**src/rtl/new_packer.sv**
```systemverilog
// new_packer -- width-up byte packer for the write-back path.
//
// Packs IN_WIDTH result words into OUT_WIDTH stream words, byte-contiguous
// and little-endian (byte 0 of the first input word lands in lane 0).
// Residue bytes carry over between output words, and a flush drains a final
// partial word with a byte-keep mask and a last flag.
//
// Ports:
//   clk, rst                   clock; synchronous active-high reset
//   din/din_valid/din_ready    narrow input beat (transfers on valid & ready)
//   flush                      single-cycle end-of-stream request
//   flush_busy                 high while a requested drain is in progress
//   dout/dout_keep/dout_last   packed output word, lane mask, end of stream
//   dout_valid/dout_ready      output handshake
module new_packer #(
  parameter int IN_WIDTH  = 128,
  parameter int OUT_WIDTH = 512
) (
  input  logic                   clk,
  input  logic                   rst,
  input  logic [IN_WIDTH-1:0]    din,
  input  logic                   din_valid,
  output logic                   din_ready,
  input  logic                   flush,
  output logic                   flush_busy,
  output logic [OUT_WIDTH-1:0]   dout,
  output logic [OUT_WIDTH/8-1:0] dout_keep,
  output logic                   dout_last,
  output logic                   dout_valid,
  input  logic                   dout_ready
);

  localparam int IN_B  = IN_WIDTH / 8;
  localparam int OUT_B = OUT_WIDTH / 8;
  localparam int ACC_B = OUT_B + IN_B - 1;
  localparam int ACC_W = ACC_B * 8;
  localparam int CNT_W = $clog2(ACC_B + 1);

  localparam logic [CNT_W-1:0] IN_B_C  = CNT_W'(IN_B);
  localparam logic [CNT_W-1:0] OUT_B_C = CNT_W'(OUT_B);

  // Accumulator bytes at or above fill are always zero. That lets a new beat
  // be OR-ed in at its byte offset and makes a partial word zero-padded for
  // free.
  logic [ACC_W-1:0]     acc_q,   acc_d;
  logic [CNT_W-1:0]     fill_q,  fill_d;
  logic                 pend_q,  pend_d;
  logic [OUT_WIDTH-1:0] dout_q,  dout_d;
  logic [OUT_B-1:0]     keep_q,  keep_d;
  logic                 last_q,  last_d;
  logic                 valid_q, valid_d;

  logic                 out_free;
  logic                 xfer_full;
  logic                 xfer_part;
  logic                 accept;
  logic [CNT_W-1:0]     wr_base;
  logic [OUT_B-1:0]     keep_part;

  // Handshake decode. din_ready looks at dout_ready through xfer_full so a
  // full word can leave while the next beat arrives, keeping one beat/cycle.
  always_comb begin
    out_free  = !valid_q || dout_ready;
    xfer_full = (fill_q >= OUT_B_C) && out_free;
    xfer_part = pend_q && (fill_q != '0) && (fill_q < OUT_B_C) && out_free;
    din_ready = !pend_q && ((fill_q < OUT_B_C) || xfer_full);
    accept    = din_valid && din_ready;
  end

  // Accumulator and fill count.
  always_comb begin
    // NOTE: every signal gets a default before any branch, so no path through
    // this block leaves one unassigned and no latch is inferred.
    acc_d   = acc_q;
    fill_d  = fill_q;
    wr_base = fill_q;
    if (xfer_full) begin
      acc_d   = acc_q >> OUT_WIDTH;
      fill_d  = fill_q - OUT_B_C;
      wr_base = fill_q - OUT_B_C;
    end
    if (xfer_part) begin
      acc_d  = '0;
      fill_d = '0;
    end
    if (accept) begin
      acc_d  = acc_d | (ACC_W'(din) << {wr_base, 3'b000});
      fill_d = fill_d + IN_B_C;
    end
  end

  // Lane mask for a flushed partial word: lanes below fill hold data.
  always_comb begin
    keep_part = '0;
    for (int i = 0; i < OUT_B; i++) begin
      keep_part[i] = (CNT_W'(i) < fill_q);
    end
  end

  // Output register; holds until accepted.
  always_comb begin
    dout_d  = dout_q;
    keep_d  = keep_q;
    last_d  = last_q;
    valid_d = valid_q;
    if (xfer_full) begin
      dout_d  = acc_q[OUT_WIDTH-1:0];
      keep_d  = '1;
      // A full word is last only when it exactly empties a flushed stream.
      last_d  = pend_q && (fill_q == OUT_B_C);
      valid_d = 1'b1;
    end else if (xfer_part) begin
      dout_d  = acc_q[OUT_WIDTH-1:0];
      keep_d  = keep_part;
      last_d  = 1'b1;
      valid_d = 1'b1;
    end else if (dout_ready) begin
      valid_d = 1'b0;
    end
  end

  // Flush tracking: armed by flush, cleared once the accumulator is empty
  // and the output register can take a word (so the final word has left).
  always_comb begin
    pend_d = pend_q;
    if (!pend_q && flush) begin
      pend_d = 1'b1;
    end else if (pend_q && (fill_q == '0) && out_free) begin
      pend_d = 1'b0;
    end
  end

  // NOTE: the accumulator is reset along with the control state; a reset
  // mid-stream must discard held bytes and restore the zero-above-fill rule.
  always_ff @(posedge clk) begin
    // NOTE: non-blocking assignments so every flop samples pre-edge values.
    if (rst) begin
      acc_q   <= '0;
      fill_q  <= '0;
      pend_q  <= 1'b0;
      dout_q  <= '0;
      keep_q  <= '0;
      last_q  <= 1'b0;
      valid_q <= 1'b0;
    end else begin
      acc_q   <= acc_d;
      fill_q  <= fill_d;
      pend_q  <= pend_d;
      dout_q  <= dout_d;
      keep_q  <= keep_d;
      last_q  <= last_d;
      valid_q <= valid_d;
    end
  end

  assign dout       = dout_q;
  assign dout_keep  = keep_q;
  assign dout_last  = last_q;
  assign dout_valid = valid_q;
  assign flush_busy = pend_q;

endmodule

```
**config.mk**
```make
export PLATFORM = sky130hd
export DESIGN_NAME = new_packer
export DESIGN_NICKNAME = d
export VERILOG_FILES = /design/src/rtl/new_packer.sv
export SDC_FILE = /design/constraint.sdc
export NUM_CORES = 2
export LEC_CHECK = 0
export CORE_MARGIN = 2
export CORE_UTILIZATION = 47
export DETAILED_ROUTE_END_ITERATION = 8
export PLACE_DENSITY = 0.83
export SLEW_MARGIN = 20
export SYNTH_ARGS = -nofsm -noshare
export SYNTH_HDL_FRONTEND = slang
export SYNTH_SLANG_ARGS = --single-unit
```
**constraint.sdc**
```tcl
create_clock -name clk -period 2.72 [get_ports clk]
set_input_delay 0.68 -clock clk [delete_from_list [all_inputs] [get_ports clk]]
set_output_delay 0.68 -clock clk [all_outputs]
set_load 0.01 [all_outputs]
```
Word-level counts from Yosys, hierarchy flattened. Cells that the tools add are included. Widths: inputs -> output; s select.

Bits in registers: 1218. Input bits: 133. Output and inout port bits: 580. Logic and storage cells: 114.

Add/subtract/negate cells: 2. Order comparisons: 66. Eq/ne operators: 1. Shift-type cells: 1. Mux-type cells: 17. Bitwise logic cells: 1. Reductions and logical operators: 19.

Operators by type and width (number): $mux 632 (3); $mux 512 (2); $or 632x632->632 (1); $shl 128x10->632 (1); $lt 6x7->1 const A (32); $mux 64 (2); $lt 5x7->1 const A (16); $lt 4x7->1 const A (8); $lt 3x7->1 const A (4); $mux 7 (3); $lt 1x7->1 const A (2); $lt 2x7->1 const A (2); $logic_and 1x1->1 (10); $add 7x5->7 const B (1); $eq 7x7->1 const B (1); $ge 7x7->1 const B (1); $logic_not 7->1 (1); $lt 7x7->1 const B (1); $mux 1 (7); $reduce_bool 7->1 (1); $sub 7x7->7 const B (1); $reduce_bool 2->1 (2); $reduce_bool 3->1 (1); $logic_not 1->1 (2); $logic_or 1x1->1 (2).

Logic depth before layout (Yosys ltp).
Depth after elaboration: 7. Depth in mapped cells: 10.

Worst setup path after synthesis. OpenSTA, ideal clock, no wires.

Kind: input port to flip-flop. Start: input dout_ready. End: register acc_q[264]. Library setup time: 0.065 ns. Arrival time: 2.685 ns. Data required time: 2.655 ns. Slack: -0.030 ns. Cell stages on the path: 10. Cells stage by stage: nand2b_1 nand2_1 buf_1 ha_1 or3b_4 nor4b_4 buf_4 buf_6 a22oi_1 nor2_1.

Longest elaborated chain between the ends: 6.

RTL lines: start, declared (RTL line 30) `input logic dout_ready`; $logic_or 1x1->1 * (RTL line 63) `out_free = !valid_q || dout_ready;`; $logic_and 1x1->1 (RTL line 64) `xfer_full = (fill_q >= OUT_B_C) && out_free;`; $mux 7 (tied with other cells) (RTL line 77) `if (xfer_full) begin`; $shl 128x10->632 (tied with other cells) (RTL line 87) `acc_d = acc_d | (ACC_W'(din) << {wr_base, 3'b000});`; $or 632x632->632 / $logic_and 1x1->1 (equally long branches) (RTL line 87, 67); $mux 632 * (RTL line 86) `if (accept) begin`; end signal, assigned (RTL line 138) `acc_q <= '0;`; end signal, assigned (RTL line 146) `acc_q <= acc_d;`; end, declared (RTL line 45) `logic [ACC_W-1:0] acc_q, acc_d;`.

Mark *: on every way between the ends. The rest lies on a longest branch, timed or not. A chain may end at the register's enable or synchronous reset.

Worst setup path after layout.
Start: register pend_q (netlist: flush_busy). End: output flush_busy.

RTL lines: start, declared (RTL line 47) `logic pend_q, pend_d;`; start signal, assigned (RTL line 148) `pend_q <= pend_d;`; end, declared (RTL line 25) `output logic flush_busy,`.

No word-level cell between the ends.

==> reports/results.txt <==
status -> finished, final reports clean
most numerous cell in the Yosys netlist -> dfxtp_1
crit path kind -> reg -> out
sw frac -> 0.234
dominant cell type by area after synthesis -> dfxtp_1
cells along the critical path -> clkdlybuf4s50_1
Non-Filler Instances -> 6357
gr ovfl total -> 0
share of layout cells above drive strength 1 -> 0.0737
RSZ-0062 raised after global routing -> no
delay-heaviest family, CP -> buffers and inverters
switching power total -> 8.44 mW
area delta synth->final -> 30.3%
port bufs -> 712
startpoint types -> register
CTS tree -> yes
CORE AREA -> 85500 um^2
synthesized instance count -> 4580
Max stage delay on crit path -> 640 ps
fmax -> 388 MHz
maximum number of pins on one net before global-route repair -> 129
number of synthesized register bits -> 1154
final-report max-slew violation count -> 0
first-pass GRT wire length -> 186000 um
final hold vios -> 0
Yosys top cell area share -> 0.568
clock buffer depth -> 3
syn avg cell area -> 8.88 um^2
# IOs -> 713
number of remaining DRC errors -> 0
Pre-Repair DR Iteration Count -> 6
IR drop worst, VDD -> 0.547 mV
PnR Total Power -> 36.1 mW
vias -> 35500
Inserted Clock Buffers -> 108
CTS Hold Bufs -> 0
DP HPWL -> 79400 um
Seq pwr share -> 0.485
GRT Total Usage -> 0.255
clk sink count -> 1154
worst clock skew -> 28.0 ps
Worst Max-Slew Pin Slew -> 617 ps
power per standard cell area -> 681 nW/um^2
clock latency on the worst-skew pair -> 650 ps
starting density of the core -> 0.476
post-synth cell types -> 37
Int Pwr -> 27.6 mW
total routed wirelength -> 120000 um
Routed Antenna Nets -> 0
Final period util -> 0.948
buffers plus inverters on the worst setup path -> 1
crit path DAT -> 1900 ps
element type at the critical path end -> primary output
Hold Crit Class -> in -> reg
initial antenna violation count -> 2
Die H -> 298 um
Final min period -> 2580 ps
Clock power frac -> 0.440
mapped cell area -> 40700 um^2
Row Count -> 107
YS warnings -> 0
async set-reset flop share out of synthesis -> 0
GP Congestion -> 0.857
clk root buf -> clkbuf_16
Synth top cells by count -> dfxtp_1 (1154), nand2_1 (1030), nor2_1 (523)
syn_nets -> 4716
slew margin rel. -> 0.588
Avg Vias per Cell -> 5.58
Inst Count DP -> 6168
Crit path required time -> 2040 ps
die area -> 89000 um^2
Routed WL per cell -> 18.9 um
final count of negative-setup-slack endpoints -> 0
H-tree depth -> 3
clock-pin slew on the worst setup and hold paths -> 60 ps
critical path peak fanout -> 7
Max Cap Viol -> 0
EDFF count, synth -> 0
Pleak -> 19.3 nW
combinational cell fraction of total power -> 0.075
sequential share of the synthesized area -> 0.568
Main synth FF type -> dfxtp_1
slowest cell on the critical path -> clkdlybuf4s50_1
DR iter-0 viols -> 3135
vias in the first global route -> 33900
Die Wd -> 298 um
Nets -> 5270
largest cells by area after synthesis -> dfxtp_1 (57%), nand2_1 (9.5%), a22oi_1 (9.3%)
[flip-flops by register name, summed over array words and instances (netlist names)]
name	cells
dout_valid	1
dout	512
dout_keep	4
dout_last	1
flush_busy	1
fill_q	3
acc_q	632
[cell type report]
cell class | instances | area [um^2]
Antenna cell | 1 | 2.50
Clock buffer | 145 | 3140
Clock inverter | 43 | 659
Fill cell | 6642 | 32500
Inverter | 120 | 450
Multi-Input combinational cell | 2851 | 14900
Sequential cell | 1154 | 23100
Tap cell | 1144 | 1430
Timing Repair Buffer | 899 | 9350
[metal layers]
layer	vias to the layer above	wire [um]	global-route usage
li1	16600	-	-
met1	17000	48400	0.324
met2	1540	57500	0.426
met3	314	8570	0.0416
met4	2	5390	0.115
met5	-	12	0
[final timing paths]
check | cells after the start | end | slack (ps) | startpoint
min reg2reg | 2 | dout[212]$_SDFFE_PP0P_ | 430 | acc_q[212]$_SDFF_PP0_
max reg2reg | 8 | acc_q[279]$_SDFF_PP0_ | 270 | fill_q[6]$_SDFF_PP0_
max | 1 | flush_busy | 140 | flush_busy$_SDFFE_PP0P_
min | 2 | acc_q[508]$_SDFF_PP0_ | 400 | rst
[stage by stage]
step                      cell area [um^2]  hold WS [ps]  setup slack [ps]  TNS (ps)  utilization
after global routing                 53000           378              70.5         0        0.620
after global placement               49200           436              -528   -249290        0.575
after floorplan                      40700           431               115         0            -
final                                53000           405               142         0        0.620
after detailed placement             49200           443              -544   -272670        0.575
after CTS                            53000           355             -48.9     -48.9        0.619
[placed cells by master, fill, tap and decap left out, types with 2 or more instances in the layout]
| cell type | netlist | final |
|---|---|---|
| nand3_1 | 2 | 2 |
| a32oi_1 | 8 | 8 |
| clkinv_16 | 0 | 2 |
| mux2i_1 | 120 | 120 |
| a22oi_1 | 503 | 503 |
| clkbuf_8 | 0 | 23 |
| a311oi_1 | 2 | 2 |
| clkdlybuf4s50_1 | 0 | 709 |
| bufinv_16 | 0 | 13 |
| inv_1 | 120 | 120 |
| a21oi_1 | 514 | 514 |
| dfxtp_2 | 0 | 4 |
| clkinvlp_4 | 0 | 5 |
| buf_12 | 0 | 65 |
| clkinv_4 | 0 | 4 |
| and2_1 | 2 | 2 |
| inv_6 | 0 | 3 |
| o32ai_1 | 121 | 121 |
| nand2_1 | 1030 | 1028 |
| dfxtp_1 | 1154 | 1150 |
| ha_1 | 3 | 2 |
| nand2b_4 | 0 | 2 |
| buf_4 | 99 | 122 |
| clkbuf_16 | 0 | 111 |
| nand2_4 | 0 | 2 |
| nor2b_1 | 2 | 2 |
| inv_16 | 0 | 2 |
| nor4b_4 | 2 | 2 |
| clkinv_2 | 0 | 14 |
| clkbuf_1 | 189 | 11 |
| nor2_1 | 523 | 522 |
[logic make-up after synthesis]
| group | Yosys count | share of synthesized area |
|---|---|---|
| AOI/OAI and AO/OA | 1154 | 0.185 |
| and+or+nand+nor | 1573 | 0.148 |
| buffers and inverters | 575 | 0.0686 |
| adders and majority gates | 3 | 0.000923 |
| muxes | 120 | 0.0295 |
| DFF | 1154 | 0.568 |
| xor gates and xnor gates | 1 | 0.000215 |
[what timing repair did]
item                                    CTS  global route
pin swaps                                 0             0
resized for setup                         9             3
buffers inserted                          0             0
endpoints found under the setup margin   65             1
[power groups by stage]
stage | Sequential, mW | Combinational (mW) | Clock, mW
4_1_cts | 17.5 | 2.68 | 16.1
3_5_place_dp | 17.9 | 2.67 | 0
3_3_place_gp | 17.8 | 2.62 | 0
5_1_grt | 17.5 | 2.90 | 16.7
6_report | 17.5 | 2.71 | 15.9
2_1_floorplan | 17.8 | 1.49 | 0
(Power assumes the default switching activity.)
